`src/rtl/serial_subtractor_if.sv`:
```
// Valid/ready operand and result bundle for serial_subtractor.
// The master side owns the operands and out_ready; the slave side is the subtractor.
interface serial_subtractor_if #(
    parameter int unsigned WIDTH = 16
);
    logic             in_valid;
    logic             in_ready;
    logic [WIDTH-1:0] minuend;
    logic [WIDTH-1:0] subtrahend;
    logic             carry_in;
    logic             out_valid;
    logic             out_ready;
    logic [WIDTH-1:0] difference;
    logic             borrow_out;
    logic             overflow;

    modport master (
        output in_valid,
        output minuend,
        output subtrahend,
        output carry_in,
        output out_ready,
        input  in_ready,
        input  out_valid,
        input  difference,
        input  borrow_out,
        input  overflow
    );

    modport slave (
        input  in_valid,
        input  minuend,
        input  subtrahend,
        input  carry_in,
        input  out_ready,
        output in_ready,
        output out_valid,
        output difference,
        output borrow_out,
        output overflow
    );
endinterface

```
`src/rtl/serial_subtractor.sv`:
```
// Multi-cycle subtractor: minuend - subtrahend - carry_in, DIGIT bits per clock,
// with the borrow rippled through a register between slices.
module serial_subtractor #(
    parameter int unsigned WIDTH = 16,
    parameter int unsigned DIGIT = 4
) (
    input logic                clk,
    input logic                rst,
    serial_subtractor_if.slave bus
);
    localparam int unsigned STEPS     = (DIGIT > 0) ? WIDTH / DIGIT : 1;
    localparam int unsigned STEP_W    = (STEPS > 1) ? $clog2(STEPS) : 1;
    localparam logic [STEP_W-1:0] LAST_STEP = STEP_W'(STEPS - 1);

    if (WIDTH < 1 || DIGIT < 1 || (WIDTH % DIGIT) != 0) begin : g_bad_params
        $error("serial_subtractor: WIDTH must be a nonzero multiple of DIGIT");
    end

    typedef enum logic [1:0] {StIdle, StRun, StDone} state_e;

    state_e            state_q, state_d;
    logic [STEP_W-1:0] step_q, step_d;
    logic [WIDTH-1:0]  a_q, b_q;
    logic [WIDTH-1:0]  part_q, part_d;
    logic              borrow_q;
    logic [WIDTH-1:0]  diff_q;
    logic              bout_q;
    logic              ovf_q, ovf_d;

    logic              accept;
    logic              last;
    int unsigned       base;
    logic [DIGIT-1:0]  a_slice, b_slice;
    logic [DIGIT:0]    slice_res;
    logic              slice_borrow;

    assign accept = (state_q == StIdle) && bus.in_valid;
    assign last   = (step_q == LAST_STEP);

    // ---------------------------------------------------------------- state register
    always_ff @(posedge clk or posedge rst) begin
        if (rst) begin
            state_q <= StIdle;
        end else begin
            state_q <= state_d;
        end
    end

    // ---------------------------------------------------------------- next state
    always_comb begin
        state_d = state_q;
        unique case (state_q)
            StIdle:  if (bus.in_valid) state_d = StRun;
            StRun:   if (last)         state_d = StDone;
            StDone:  if (bus.out_ready) state_d = StIdle;
            default: state_d = StIdle;
        endcase
    end

    // ---------------------------------------------------------------- outputs
    always_comb begin
        bus.in_ready  = (state_q == StIdle);
        bus.out_valid = (state_q == StDone);
    end

    assign bus.difference = diff_q;
    assign bus.borrow_out = bout_q;
    assign bus.overflow   = ovf_q;

    // ---------------------------------------------------------------- slice datapath
    // A (DIGIT+1)-bit difference goes negative exactly when the slice borrows,
    // so its top bit is the borrow out.
    always_comb begin
        base         = 32'(step_q) * DIGIT;
        a_slice      = a_q[base +: DIGIT];
        b_slice      = b_q[base +: DIGIT];
        slice_res    = {1'b0, a_slice} - {1'b0, b_slice} - {{DIGIT{1'b0}}, borrow_q};
        slice_borrow = slice_res[DIGIT];
        part_d       = part_q;
        part_d[base +: DIGIT] = slice_res[DIGIT-1:0];
        ovf_d        = (a_q[WIDTH-1] != b_q[WIDTH-1]) && (part_d[WIDTH-1] != a_q[WIDTH-1]);
        step_d       = last ? '0 : step_q + STEP_W'(1);
    end

    always_ff @(posedge clk or posedge rst) begin
        if (rst) begin
            step_q   <= '0;
            a_q      <= '0;
            b_q      <= '0;
            part_q   <= '0;
            borrow_q <= 1'b0;
            diff_q   <= '0;
            bout_q   <= 1'b0;
            ovf_q    <= 1'b0;
        end else if (accept) begin
            a_q      <= bus.minuend;
            b_q      <= bus.subtrahend;
            borrow_q <= bus.carry_in;
            step_q   <= '0;
            part_q   <= '0;
        end else if (state_q == StRun) begin
            part_q   <= part_d;
            borrow_q <= slice_borrow;
            step_q   <= step_d;
            // Result registers only move on the final slice so they hold during RUN.
            if (last) begin
                diff_q <= part_d;
                bout_q <= slice_borrow;
                ovf_q  <= ovf_d;
            end
        end
    end
endmodule

```
`src/flat_wrapper.sv`:
```
// flat-port wrapper written by rule: the top's interface ports become plain ports
module serial_subtractor_flat 
#(
    parameter int unsigned WIDTH = 16,
    parameter int unsigned DIGIT = 4
)
  (clk, rst, bus_in_valid, bus_minuend, bus_subtrahend, bus_carry_in, bus_out_ready, bus_in_ready, bus_out_valid, bus_difference, bus_borrow_out, bus_overflow);
  serial_subtractor_if #(.WIDTH(WIDTH)) bus_i ();
  input logic clk;
  input logic rst;
  input wire logic [$bits(bus_i.in_valid)-1:0] bus_in_valid;
  input wire logic [$bits(bus_i.minuend)-1:0] bus_minuend;
  input wire logic [$bits(bus_i.subtrahend)-1:0] bus_subtrahend;
  input wire logic [$bits(bus_i.carry_in)-1:0] bus_carry_in;
  input wire logic [$bits(bus_i.out_ready)-1:0] bus_out_ready;
  output wire logic [$bits(bus_i.in_ready)-1:0] bus_in_ready;
  output wire logic [$bits(bus_i.out_valid)-1:0] bus_out_valid;
  output wire logic [$bits(bus_i.difference)-1:0] bus_difference;
  output wire logic [$bits(bus_i.borrow_out)-1:0] bus_borrow_out;
  output wire logic [$bits(bus_i.overflow)-1:0] bus_overflow;
  assign bus_i.in_valid = bus_in_valid;
  assign bus_i.minuend = bus_minuend;
  assign bus_i.subtrahend = bus_subtrahend;
  assign bus_i.carry_in = bus_carry_in;
  assign bus_i.out_ready = bus_out_ready;
  assign bus_in_ready = bus_i.in_ready;
  assign bus_out_valid = bus_i.out_valid;
  assign bus_difference = bus_i.difference;
  assign bus_borrow_out = bus_i.borrow_out;
  assign bus_overflow = bus_i.overflow;
  serial_subtractor #(.WIDTH(WIDTH), .DIGIT(DIGIT)) u_core (.clk(clk), .rst(rst), .bus(bus_i));
endmodule
```
`config.mk`:
```
export PLATFORM = sky130hd
export DESIGN_NAME = serial_subtractor_flat
export DESIGN_NICKNAME = d
export VERILOG_FILES = /design/src/rtl/serial_subtractor_if.sv /design/src/rtl/serial_subtractor.sv /design/src/flat_wrapper.sv
export SDC_FILE = /design/constraint.sdc
export NUM_CORES = 1
export LEC_CHECK = 0
export BUFFER_PORTS_ARGS = -buffer_cell sky130_fd_sc_hd__buf_2
export CAP_MARGIN = 5
export CORE_AREA = 2 2 85 87
export CTS_CLUSTER_DIAMETER = 30
export CTS_CLUSTER_SIZE = 10
export DETAILED_ROUTE_END_ITERATION = 12
export DIE_AREA = 0 0 87 89
export PLACE_DENSITY = 0.7
export SETUP_SLACK_MARGIN = 0.05
export SLEW_MARGIN = 20
export SYNTH_ARGS = -nofsm -noshare
export SYNTH_HDL_FRONTEND = slang
export SYNTH_SLANG_ARGS = --single-unit
```
`constraint.sdc`:
```
create_clock -name clk -period 3.55 [get_ports clk]
set_input_delay 0.355 -clock clk [delete_from_list [all_inputs] [get_ports clk]]
set_output_delay 0.355 -clock clk [all_outputs]
set_load 0.03 [all_outputs]
```
# [Word level (Yosys, flattened, before mapping)]
# Index checks and enable logic that the tools add are counted.
[classes] add_sub_neg=4 mul=0 div_mod_pow=0 n_lt_le_gt_ge=0 eq_ne=8 shifts=4 n_mux=12 bitwise=1 n_reduce_logical=6
[ops] op="negation 4 -> 34 bit" n=1
[ops] op="variable shift 4 x 34 -> 16 bit, first input constant" n=1
[ops] op="indexed part select 4 x 34 -> 16 bit" n=1
[ops] op="two-way mux 16 bit" n=2
[ops] op="indexed part select 16 x 5 -> 4 bit" n=2
[ops] op="bitwise mux 16 bit" n=1
[ops] op="two-way mux 2 bit" n=6
[ops] op="one-hot mux 2 bit (3 select lines)" n=1
[ops] op="AND reduction 3 bit" n=2
[ops] op="subtractor 4 x 4 -> 5 bit" n=1
[ops] op="subtractor 5 x 1 -> 5 bit" n=1
[ops] op="== test 2 bit, second input constant" n=2
[ops] op="!= test 2 bit, second input constant" n=2
[ops] op="adder 2 x 1 -> 2 bit, second input constant" n=1
[ops] op="== test 2 x 1 -> 1 bit, second input constant" n=1
[ops] op="logical AND 1 bit" n=2
[ops] op="logical NOT 2 bit" n=1
[ops] op="two-way mux 1 bit" n=2
[ops] op="!= test 1 bit" n=2
[ops] op="!= test 2 x 1 -> 1 bit, second input constant" n=1
[ops] op="nonzero test 2 bit" n=1
[ops] op="inverter 1 bit" n=1
[totals] reg_bits=71 latchBits=0 mem_bits_rw=0 mem_bits_ro=0 input_bits=37 out_inout_bits=20 wordCells=44 n_memories=0

# [Logic depth before layout (Yosys ltp)]
# Gate-level depths: netlist of run 1.
[depth] ltp_word=7 depth_mapped=11 depth_no_buf=10

# [Least setup slack after synthesis of run 1]
# OpenSTA, ideal clock, no wires.
[synth_timing] path_type="flip-flop to flip-flop" startpoint="register u_core.step_q[0]" endpoint="register u_core.ovf_q, in the netlist u_core.bus.overflow" setup_time_ps=121 arrival_ps=2733 required_time_ps=3429 slack_ps=696 stages_incl_launch_ff=9 path_buffers=1 synth_period_minus_slack_ps=2854 path_cell_list="dfrtp_1 > buf_2 > mux4_2 > fa_1 > ha_1 > a21oi_2 > xnor2_1 > nand2_1 > a41o_1"
[synth_between] elab_chain_len=7 word_cells_on_any_way=12 classes_between="add/sub: 3; eq/ne: 2; shift: 4; mux: 1; reduce/logical: 2"
[synth_lines] item="start, declared" line_no="serial_subtractor.sv:22" text="logic [STEP_W-1:0] step_q, step_d;"
[synth_lines] item="start signal, assigned" line_no="serial_subtractor.sv:104" text="step_q <= step_d;"
[synth_lines] item="indexed part select 16 x 5 -> 4 bit, on equally long branches" line_no="serial_subtractor.sv:75, serial_subtractor.sv:76"
[synth_lines] item="subtractor 4 x 4 -> 5 bit" line_no="serial_subtractor.sv:77" text="slice_res = {1'b0, a_slice} - {1'b0, b_slice} - {{DIGIT{1'b0}}, borrow_q};"
[synth_lines] item="subtractor 5 x 1 -> 5 bit" line_no="serial_subtractor.sv:77"
[synth_lines] item="indexed part select 4 x 34 -> 16 bit" line_no="serial_subtractor.sv:80" text="part_d[base +: DIGIT] = slice_res[DIGIT-1:0];"
[synth_lines] item="bitwise mux 16 bit" line_no="serial_subtractor.sv:80"
[synth_lines] item="!= test 1 bit" line_no="serial_subtractor.sv:81" text="ovf_d = (a_q[WIDTH-1] != b_q[WIDTH-1]) && (part_d[WIDTH-1] != a_q[WIDTH-1]);"
[synth_lines] item="logical AND 1 bit" line_no="serial_subtractor.sv:81"
[synth_lines] item="end signal, assigned" line_no="serial_subtractor.sv:109" text="ovf_q <= ovf_d;"
[synth_lines] item="end, declared" line_no="serial_subtractor.sv:28" text="logic ovf_q, ovf_d;"
# Several ways; a longest one is shown, not always the timed one.
# A chain may end at the register's enable or synchronous reset.

# [Worst setup path in the final report of run 1]
[layout_timing] startpoint="register u_core.step_q[0]" endpoint="register u_core.part_q[6]"
[layout_between] elab_chain_len=7 word_cells_on_any_way=10 classes_between="add/sub: 3; shift: 4; mux: 3"
[layout_lines] item="indexed part select 16 x 5 -> 4 bit, on equally long branches" line_no="serial_subtractor.sv:75, serial_subtractor.sv:76"
[layout_lines] item="subtractor 4 x 4 -> 5 bit" line_no="serial_subtractor.sv:77"
[layout_lines] item="subtractor 5 x 1 -> 5 bit" line_no="serial_subtractor.sv:77"
[layout_lines] item="indexed part select 4 x 34 -> 16 bit" line_no="serial_subtractor.sv:80"
[layout_lines] item="bitwise mux 16 bit (*)" line_no="serial_subtractor.sv:80"
[layout_lines] item="two-way mux 16 bit (*)" line_no="serial_subtractor.sv:101" text="end else if (state_q == StRun) begin"
[layout_lines] item="two-way mux 16 bit (*)" line_no="serial_subtractor.sv:95" text="end else if (accept) begin"
[layout_lines] item="end signal, assigned" line_no="serial_subtractor.sv:102" text="part_q <= part_d;"
[layout_lines] item="end, declared" line_no="serial_subtractor.sv:24" text="logic [WIDTH-1:0] part_q, part_d;"
# Mark *: on every way between the ends. The rest lies on a longest branch, timed or not. The select of a mux whose other input is x is not followed.

==> results.sh, run 1 <==
export IMPL_status="completed"
export IMPL_yosysSeqAreaShare_pct=54.03
export IMPL_route_detailed_vias_per_inst=5.578
export IMPL_met1_usage_pct=24.97
export IMPL_hpwl_mm=4.767
export IMPL_via_count=2276
export IMPL_placeableCoreArea_mm2=0.006719
export IMPL_insertion_delay_ns=0.34
export IMPL_cts_sinks=71
export IMPL_fmax_mhz=321.9
export IMPL_grt_max_degree=44
export IMPL_final_common_cell="dfrtp_1"
export IMPL_ios=57
export IMPL_die_w_um=87
export IMPL_dr_pass1_iters=4
export IMPL_synthArstFlopShare_pct=100.0
export IMPL_place_congestion=0.7846
export IMPL_drcViolationCount=0
export IMPL_cts_resized=0
export IMPL_clk_pin_slew_ns=0.07
export IMPL_final_cells=408
export IMPL_tritoncts="built"
export IMPL_slew_violations=0
export IMPL_antenna_found_initial=0
export IMPL_wl_mm=6.487
export IMPL_critical_path_arrival_ns=3.38
export IMPL_cp_start_kind="flip-flop"
export IMPL_routedWlPerCell_um=15.90
export IMPL_fin_crit_ns=3.106
export IMPL_crit_type="reg2reg"
export IMPL_cts_hold_buffers=0
export IMPL_netlist_area_mm2=0.003288
export IMPL_numCtsBuffers=9
export IMPL_synth_edf_count=0
export IMPL_min_delay_path_class="in2async"
export IMPL_nets=373
export IMPL_drv_cap=0
export IMPL_setup_viol=0
export IMPL_grt_pass1_vias=2231
export IMPL_grt_use_total_pct=18.49
export IMPL_num_antenna_cells=0
export IMPL_yosys_warnings=0
export IMPL_timing_setup_tns_ns=0
export IMPL_synth_area_per_cell_um2=12.41
export IMPL_rsz0062_at_grt="false"
export IMPL_drive_gt1_share_pct=36.28
export IMPL_drtIter0Drc=97
export IMPL_port_buffers=56
export IMPL_grt_pass1_wl_mm=10.98
export IMPL_post_route_period_util_pct=87.50
export IMPL_cts_root_buf="clkbuf_8"
export IMPL_ys_flop_type="dfrtp_1"
export IMPL_tightest_slew_ns=0.8254
export IMPL_grt_use_met2_pct=29.70
export IMPL_fp_dieH_um=89
export IMPL_busiest_layer="met2"
export IMPL_htreeDepth=3
export IMPL_fp_dieArea_mm2=0.007743
export IMPL_clockBufferDepth=2
export IMPL_ys_ff_latch=71
export IMPL_num_rows=30
export IMPL_end_kind="flip-flop"
export IMPL_syn_inst=265
export IMPL_cp_max_fo=11
export IMPL_start_util_pct=48.94
export IMPL_ant_nets=0
export IMPL_cts_setup_buffers=0
export IMPL_hold_viol=0
export IMPL_synth_cell_types=32
export IMPL_cp_required_ns=3.82
export IMPL_final_setup_skew_ns=0.005946
export IMPL_dpl_cell_count=393
export IMPL_slew_headroom_pct=44.55
export IMPL_fillCellCount=584
export IMPL_grt_ovfl_total=0
export IMPL_grtUsageMet3_pct=5.078
export IMPL_synth_nets=314
export IMPL_layout_common_cells="dfrtp_1 (71), buf_2 (56), nor2_1 (35)"
export IMPL_layout_area_overhead_vs_synth_pct=16.25
## routing by layer
metal	up-vias	routed length (um)
li1	1075	-
met1	1124	2881
met2	66	3189
met3	11	318
met4	0	97
met5	-	0
## final cells by class
class | instances | area, um2 | share of cell area [%]
clock buffer | 11 | 141.4 | 3.699
tap | 80 | 100.1 | 2.619
clock inverter | 4 | 22.52 | 0.5892
multi-input combinational | 161 | 1385 | 36.24
inverter | 19 | 71.32 | 1.866
timing repair buffer | 62 | 325.3 | 8.511
sequential | 71 | 1777 | 46.48
## Yosys cell counts (all sizes together), types with 2 or more instances
| cell type | count | area (um2) |
|---|---|---|
| inv | 19 | 71.32 |
| o31ai | 2 | 15.01 |
| o21ai | 4 | 20.02 |
| nand2b | 3 | 18.77 |
| mux4 | 8 | 180.2 |
| a32o | 7 | 70.07 |
| ha | 10 | 125.1 |
| clkbuf | 8 | 30.03 |
| buf | 6 | 25.02 |
| dfrtp | 71 | 1777 |
| nand2 | 9 | 33.78 |
| nor4b | 3 | 32.53 |
| xnor2 | 3 | 26.28 |
| fa | 2 | 40.04 |
| a22o | 8 | 70.07 |
| and2 | 3 | 18.77 |
| a21oi | 7 | 38.79 |
| a221oi | 15 | 131.4 |
| nor2 | 35 | 131.4 |
| nor2b | 2 | 12.51 |
| nor3 | 2 | 10.01 |
| mux2 | 31 | 349.1 |
## sequential cells by signal, indices dropped and copies added (netlist names), 2 cells and up
register and count:
u_core.a_q 16, u_core.b_q 16, u_core.bus.difference 16, u_core.part_q 16, u_core.state_q 2, u_core.step_q 2
## kinds of logic after synthesis
| logic type | synth area share (%) |
|---|---|
| compound gates | 11.80 |
| flops | 54.03 |
| mux | 16.10 |
| xor+xnor | 0.7992 |
| fa+ha+maj | 5.023 |
| buf+inv | 3.843 |
| simple gates | 8.410 |
## worst max-delay path, cell delays in order (launching register included)
cell	delay [ns]
dfrtp_1	0.64
buf_4	0.25
mux4_2	0.50
inv_1	0.10
fa_1	0.20
inv_1	0.07
fa_1	0.43
xnor2_1	0.42
and2_1	0.27
a22o_1	0.16
## metrics by stage
step           hold slack (ns)  area, um2  setup WS, ns  util, %
2_1_floorplan           0.4422       3288        0.6961        -
3_5_place_dp            0.4549       3659        0.4519    54.45
3_3_place_gp            0.4488       3659        0.5607    54.45
6_report               0.06889       3822        0.4437    56.89
4_1_cts                0.08713       3822        0.4297    56.89
5_1_grt                 0.1145       3822        0.2053    56.89
## worst paths after layout
| path | start | end | depth (start not counted) | slack (ns) |
|---|---|---|---|---|
| max | u_core.step_q[0]$_DFFE_PP0P_ | u_core.part_q[6]$_DFFE_PP0P_ | 9 | 0.44 |
| min | rst | u_core.state_q[0]$_DFFE_PP0P_ | 2 | 0.07 |
| max reg2reg | u_core.step_q[0]$_DFFE_PP0P_ | u_core.part_q[6]$_DFFE_PP0P_ | 9 | 0.44 |
| min reg2reg | u_core.part_q[15]$_DFFE_PP0P_ | u_core.part_q[15]$_DFFE_PP0P_ | 2 | 0.48 |
| max in group asynchronous | rst | u_core.borrow_q$_DFFE_PP0P_ | 3 | 2.52 |
| min in group clk | bus_out_ready | u_core.state_q[1]$_DFFE_PP0P_ | 2 | 0.21 |
Power of run 1 is not shown: default switching activity piles up to over one toggle a cycle in this logic, so the estimate is an artifact.
==> inputs of run 2 (changes only) <==
--- a/config.mk
+++ b/config.mk
@@ -7,12 +7,14 @@
 export LEC_CHECK = 0
 export BUFFER_PORTS_ARGS = -buffer_cell sky130_fd_sc_hd__buf_2
 export CAP_MARGIN = 5
-export CORE_AREA = 2 2 85 87
+export CELL_PAD_IN_SITES_DETAIL_PLACEMENT = 0
+export CELL_PAD_IN_SITES_GLOBAL_PLACEMENT = 1
+export CORE_AREA = 2 2 89 91
 export CTS_CLUSTER_DIAMETER = 30
 export CTS_CLUSTER_SIZE = 10
 export DETAILED_ROUTE_END_ITERATION = 12
-export DIE_AREA = 0 0 87 89
-export PLACE_DENSITY = 0.7
+export DIE_AREA = 0 0 91 93
+export PLACE_DENSITY_LB_ADDON = 0.1
 export SETUP_SLACK_MARGIN = 0.05
 export SLEW_MARGIN = 20
 export SYNTH_ARGS = -nofsm -noshare
==> run 2 against run 1 <==
  * Design area grew 2.8%
  * Largest cell class unchanged
  * Sequential cell count is the same
  * Global-route usage shrank 0.53 points
  * Die area grew 9.3%
  * Wire length grew 6.7%
  * Maximum frequency grew 5.6%
  * Worst hold slack gained 0.13 ns
  * First-iteration DRC count grew 16%
==> results.sh, run 2 (synthesized netlist as in run 1, its figures left out) <==
export IMPL_cts_root_buf="clkbuf_8"
export IMPL_insertion_delay_ns=0.35
export IMPL_routedWlPerCell_um=16.02
export IMPL_num_antenna_cells=0
export IMPL_htreeDepth=3
export IMPL_drive_gt1_share_pct=36.97
export IMPL_wl_met1_mm=3.078
export IMPL_drcViolationCount=0
export IMPL_hp_start="bus_out_ready"
export IMPL_grt_max_degree=43
export IMPL_drtIter0Drc=113
export IMPL_r2r_start="u_core.step_q[0]$_DFFE_PP0P_"
export IMPL_grt_pass1_wl_mm=11.79
export IMPL_route_detailed_vias_per_inst=5.257
export IMPL_slew_violations=0
export IMPL_slew_headroom_pct=38.38
export IMPL_wl_met3_um=253
export IMPL_startpoint="u_core.step_q[0]$_DFFE_PP0P_"
export IMPL_numCtsBuffers=9
export IMPL_num_rows=32
export IMPL_crit_type="reg2reg"
export IMPL_wl_mm=6.922
export IMPL_dr_pass1_iters=4
export IMPL_status="completed"
export IMPL_tritoncts="built"
export IMPL_via_count=2271
export IMPL_fin_util_pct=52.19
export IMPL_hpwl_mm=4.921
export IMPL_drv_cap=0
export IMPL_tightest_slew_ns=0.9243
export IMPL_grt_pass1_vias=2386
export IMPL_clk_pin_slew_ns=0.07
export IMPL_routed_top_layer="met4"
export IMPL_timing_setup_tns_ns=0
export IMPL_antenna_found_initial=0
export IMPL_setup_viol=0
export IMPL_cp_required_ns=3.79
export IMPL_final_common_cell="dfrtp_1"
export IMPL_port_buffers=56
export IMPL_start_util_pct=43.68
export IMPL_dr_wl_met2_mm=3.446
export IMPL_nets=374
export IMPL_fp_dieH_um=93
export IMPL_min_delay_path_class="in2reg"
export IMPL_hold_viol=0
export IMPL_final_setup_skew_ns=0.008727
export IMPL_ios=57
export IMPL_fp_dieArea_mm2=0.008463
export IMPL_die_w_um=91
export IMPL_cts_sinks=71
export IMPL_grt_ovfl_total=0
export IMPL_place_congestion=0.7593
export IMPL_fin_crit_ns=2.943
export IMPL_end_kind="flip-flop"
export IMPL_layout_area_overhead_vs_synth_pct=19.48
export IMPL_cp_start_kind="flip-flop"
export IMPL_grt_use_total_pct=17.95
export IMPL_ant_nets=0
export IMPL_layout_common_cells="dfrtp_1 (71), buf_2 (56), nor2_1 (35)"
export IMPL_rsz0062_at_grt="false"
export IMPL_post_route_period_util_pct=82.90
export IMPL_cp_max_fo=11
export IMPL_clockBufferDepth=2
export IMPL_fmax_mhz=339.8
export IMPL_placeableCoreArea_mm2=0.007527
export IMPL_critical_path_arrival_ns=3.18
export IMPL_rrSetupSlack_ns=0.61
run 2: critical path, cell delays in order (launching register included):
cell and delay (ns):
dfrtp_1 0.67, mux4_2 0.58, fa_1 0.40, ha_1 0.18
nand2b_1 0.14, a21oi_2 0.12, xnor2_1 0.07, buf_4 0.17
a221o_1 0.30, a41o_1 0.20
run 2: timing repair:
action,CTS,global route
gates resized for setup,0,0
endpoints found under the hold margin,10,0
hold buffers,1,0
buffers inserted,0,0
run 2: cell type report:
type,count,area [um2]
repair buffers,63,335.3
inverters,19,71.32
multi-input cells,161,1386
well taps,102,127.6
fillers,717,3598
clock buffers,11,151.4
clock inverters,5,80.08
flip-flops and latches,71,1777
run 2: metrics by stage:
step / area, um2 / hold slack, ns / setup slack [ns] / cells
final: 3929 / 0.1953 / 0.6071 / 432
after global routing: 3929 / 0.2175 / 0.3846 / 432
after CTS: 3929 / 0.1887 / 0.5728 / 432
after detailed placement: 3687 / 0.2921 / 0.5829 / 415
after global placement: 3687 / 0.2913 / 0.6289 / 415
after floorplan: 3288 / 0.4422 / 0.6961 / 265
run 2: path summary, 6_finish.rpt:
check	to	depth (start not counted)
max	u_core.bus.overflow$_DFFE_PP0P_	9
min	u_core.state_q[1]$_DFFE_PP0P_	2
max reg2reg	u_core.bus.overflow$_DFFE_PP0P_	9
min reg2reg	u_core.part_q[15]$_DFFE_PP0P_	2
max in group asynchronous	u_core.part_q[3]$_DFFE_PP0P_	4
min in group asynchronous	u_core.b_q[4]$_DFFE_PP0P_	3
run 2: routing by layer:
layer	global-route usage [%]	vias up
met2	30.12	51
li1	-	1073
met3	3.304	12
met5	0	-
met4	8.333	0
met1	22.70	1135
Power of run 2 is left out for the same reason.
==> inputs of run 3 (changes only) <==
==> constraint.sdc (replaced) <==
create_clock -name clk -period 3.1 [get_ports clk]
set_input_delay 0.31 -clock clk [delete_from_list [all_inputs] [get_ports clk]]
set_output_delay 0.31 -clock clk [all_outputs]
set_load 0.03 [all_outputs]
==> run 3 against run 2 <==
  * Wire length increased by 0.48%
  * Critical path depth increased by 1
  * Via count increased by 1.0%
  * Critical path type unchanged
  * Setup slack got worse by 0.20 ns
  * Sequential cell count unchanged
  * Core utilization decreased by 0.083 points
  * First-iteration DRC count increased by 5.3%
  * Cell count increased by 0.93%
  * Non-clock buffer count increased by 5
  * Design area decreased by 0.16%
==> results.sh, run 3 (synthesized netlist as in run 1, its figures left out) <==
export IMPL_status="completed"
export IMPL_dr_wl_met2_mm=3.419
export IMPL_cts_hold_buffers=0
export IMPL_place_congestion=0.7707
export IMPL_multi_input_area_mm2=0.001386
export IMPL_path_delay_family="adder cells"
export IMPL_antenna_found_initial=0
export IMPL_drtIter0Drc=119
export IMPL_cts_sinks=71
export IMPL_cp_required_ns=3.33
export IMPL_final_common_cell="dfrtp_1"
export IMPL_drv_cap=0
export IMPL_slowest_stage="mux4_2"
export IMPL_seq_area_mm2=0.001777
export IMPL_post_route_period_util_pct=86.74
export IMPL_wl_met3_um=329
export IMPL_grt_pass1_wl_mm=11.52
export IMPL_die_w_um=91
export IMPL_grt_max_degree=39
export IMPL_clockBufferDepth=2
export IMPL_fin_ws_ns=0.4110
export IMPL_grt_pass1_vias=2327
export IMPL_crit_type="reg2reg"
export IMPL_htreeDepth=3
export IMPL_num_antenna_cells=0
export IMPL_fp_dieH_um=93
export IMPL_start_util_pct=43.68
export IMPL_wl_mm=6.955
export IMPL_tritoncts="built"
export IMPL_min_delay_path_class="in2async"
export IMPL_via_count=2294
export IMPL_grt_use_total_pct=17.84
export IMPL_final_cells=436
export IMPL_place_ws_ns=0.3803
export IMPL_port_buffers=56
export IMPL_numCtsBuffers=9
export IMPL_tightest_slew_ns=0.7720
export IMPL_drcViolationCount=0
export IMPL_hpwl_mm=5.100
export IMPL_route_detailed_vias_per_inst=5.261
export IMPL_crit_top_cell="buf_4"
export IMPL_cts_root_buf="clkbuf_8"
export IMPL_drive_gt1_share_pct=37.72
export IMPL_timing_setup_tns_ns=0
export IMPL_clk_pin_slew_ns=0.08
export IMPL_final_setup_skew_ns=0.01036
export IMPL_rsz0062_at_grt="false"
export IMPL_cts_resized=0
export IMPL_slew_headroom_pct=48.46
export IMPL_fillCellCount=735
export IMPL_critPathBufInv=2
export IMPL_layout_common_cells="dfrtp_1 (71), buf_2 (56), nor2_1 (35)"
export IMPL_layout_area_overhead_vs_synth_pct=19.29
export IMPL_path_cells="buf_4 > mux4_2 > fa_1 > ha_1 > nand2b_1 > a21oi_2 > xnor2_1 > buf_4 > a221oi_1 > nor2_1"
export IMPL_slew_violations=0
export IMPL_fin_crit_ns=2.689
export IMPL_placeableCoreArea_mm2=0.007527
export IMPL_dpl_cell_count=421
export IMPL_routedWlPerCell_um=15.95
export IMPL_critical_path_arrival_ns=2.92
export IMPL_dr_pass1_iters=4
export IMPL_nets=379
export IMPL_routed_top_layer="met4"
export IMPL_cts_setup_buffers=0
export IMPL_wl_met1_mm=3.057
export IMPL_ios=57
export IMPL_end_kind="flip-flop"
export IMPL_grt_ovfl_total=0
export IMPL_fp_dieArea_mm2=0.008463
export IMPL_hold_viol=0
export IMPL_cp_start_kind="flip-flop"
export IMPL_insertion_delay_ns=0.35
export IMPL_setup_viol=0
export IMPL_cp_max_fo=6
export IMPL_num_rows=32
export IMPL_fmax_mhz=371.9
export IMPL_ant_nets=0
export IMPL_max_stage_delay_ns=0.51
[run 3: changes by cell type in the layout (fill, tap and decap cells not counted)]
cell           before  now
buf_4               6   11
buf_12              0    1
bufinv_16           2    1
clkinv_2            1    4
clkinvlp_4          2    0
dlygate4sd3_1       1    0
clkbuf_8           11    9
clkbuf_1            0    1
[run 3: final timing paths]
check	from	to	slack (ns)	depth (start not counted)
setup / recovery	u_core.step_q[0]$_DFFE_PP0P_	u_core.bus.difference[7]$_DFFE_PP0P_	0.41	10
hold / removal	rst	u_core.state_q[1]$_DFFE_PP0P_	0.1	2
setup reg to reg	u_core.step_q[0]$_DFFE_PP0P_	u_core.bus.difference[7]$_DFFE_PP0P_	0.41	10
hold reg to reg	u_core.bus.difference[11]$_DFFE_PP0P_	u_core.bus.difference[11]$_DFFE_PP0P_	0.49	2
max in group asynchronous	rst	u_core.a_q[12]$_DFFE_PP0P_	2.34	3
min in group clk	bus_out_ready	u_core.state_q[1]$_DFFE_PP0P_	0.14	2
[run 3: through the flow]
| step | util [%] | hold WS, ns | cell area [um2] |
|---|---|---|---|
| final | 52.11 | 0.09766 | 3923 |
| after global routing | 52.11 | 0.1405 | 3923 |
| after CTS | 52.11 | 0.1219 | 3923 |
| after detailed placement | 49.75 | 0.4813 | 3745 |
| after global placement | 49.75 | 0.4749 | 3745 |
| after floorplan | - | 0.4176 | 3288 |
[run 3: cell type report]
class                   count  share of cell area, %
multi-input cells         161                  35.34
clock inverters             5                  1.276
clock buffers              10                  3.254
inverters                  19                  1.818
repair buffers             68                  9.761
well taps                 102                  3.254
flip-flops and latches     71                  45.29
[run 3: metal layers]
metal	up-vias	global-route usage (%)
met3	13	3.465
met5	-	0
li1	1088	-
met2	60	28.89
met4	0	8.333
met1	1133	23.34
Power of run 3 is left out for the same reason.
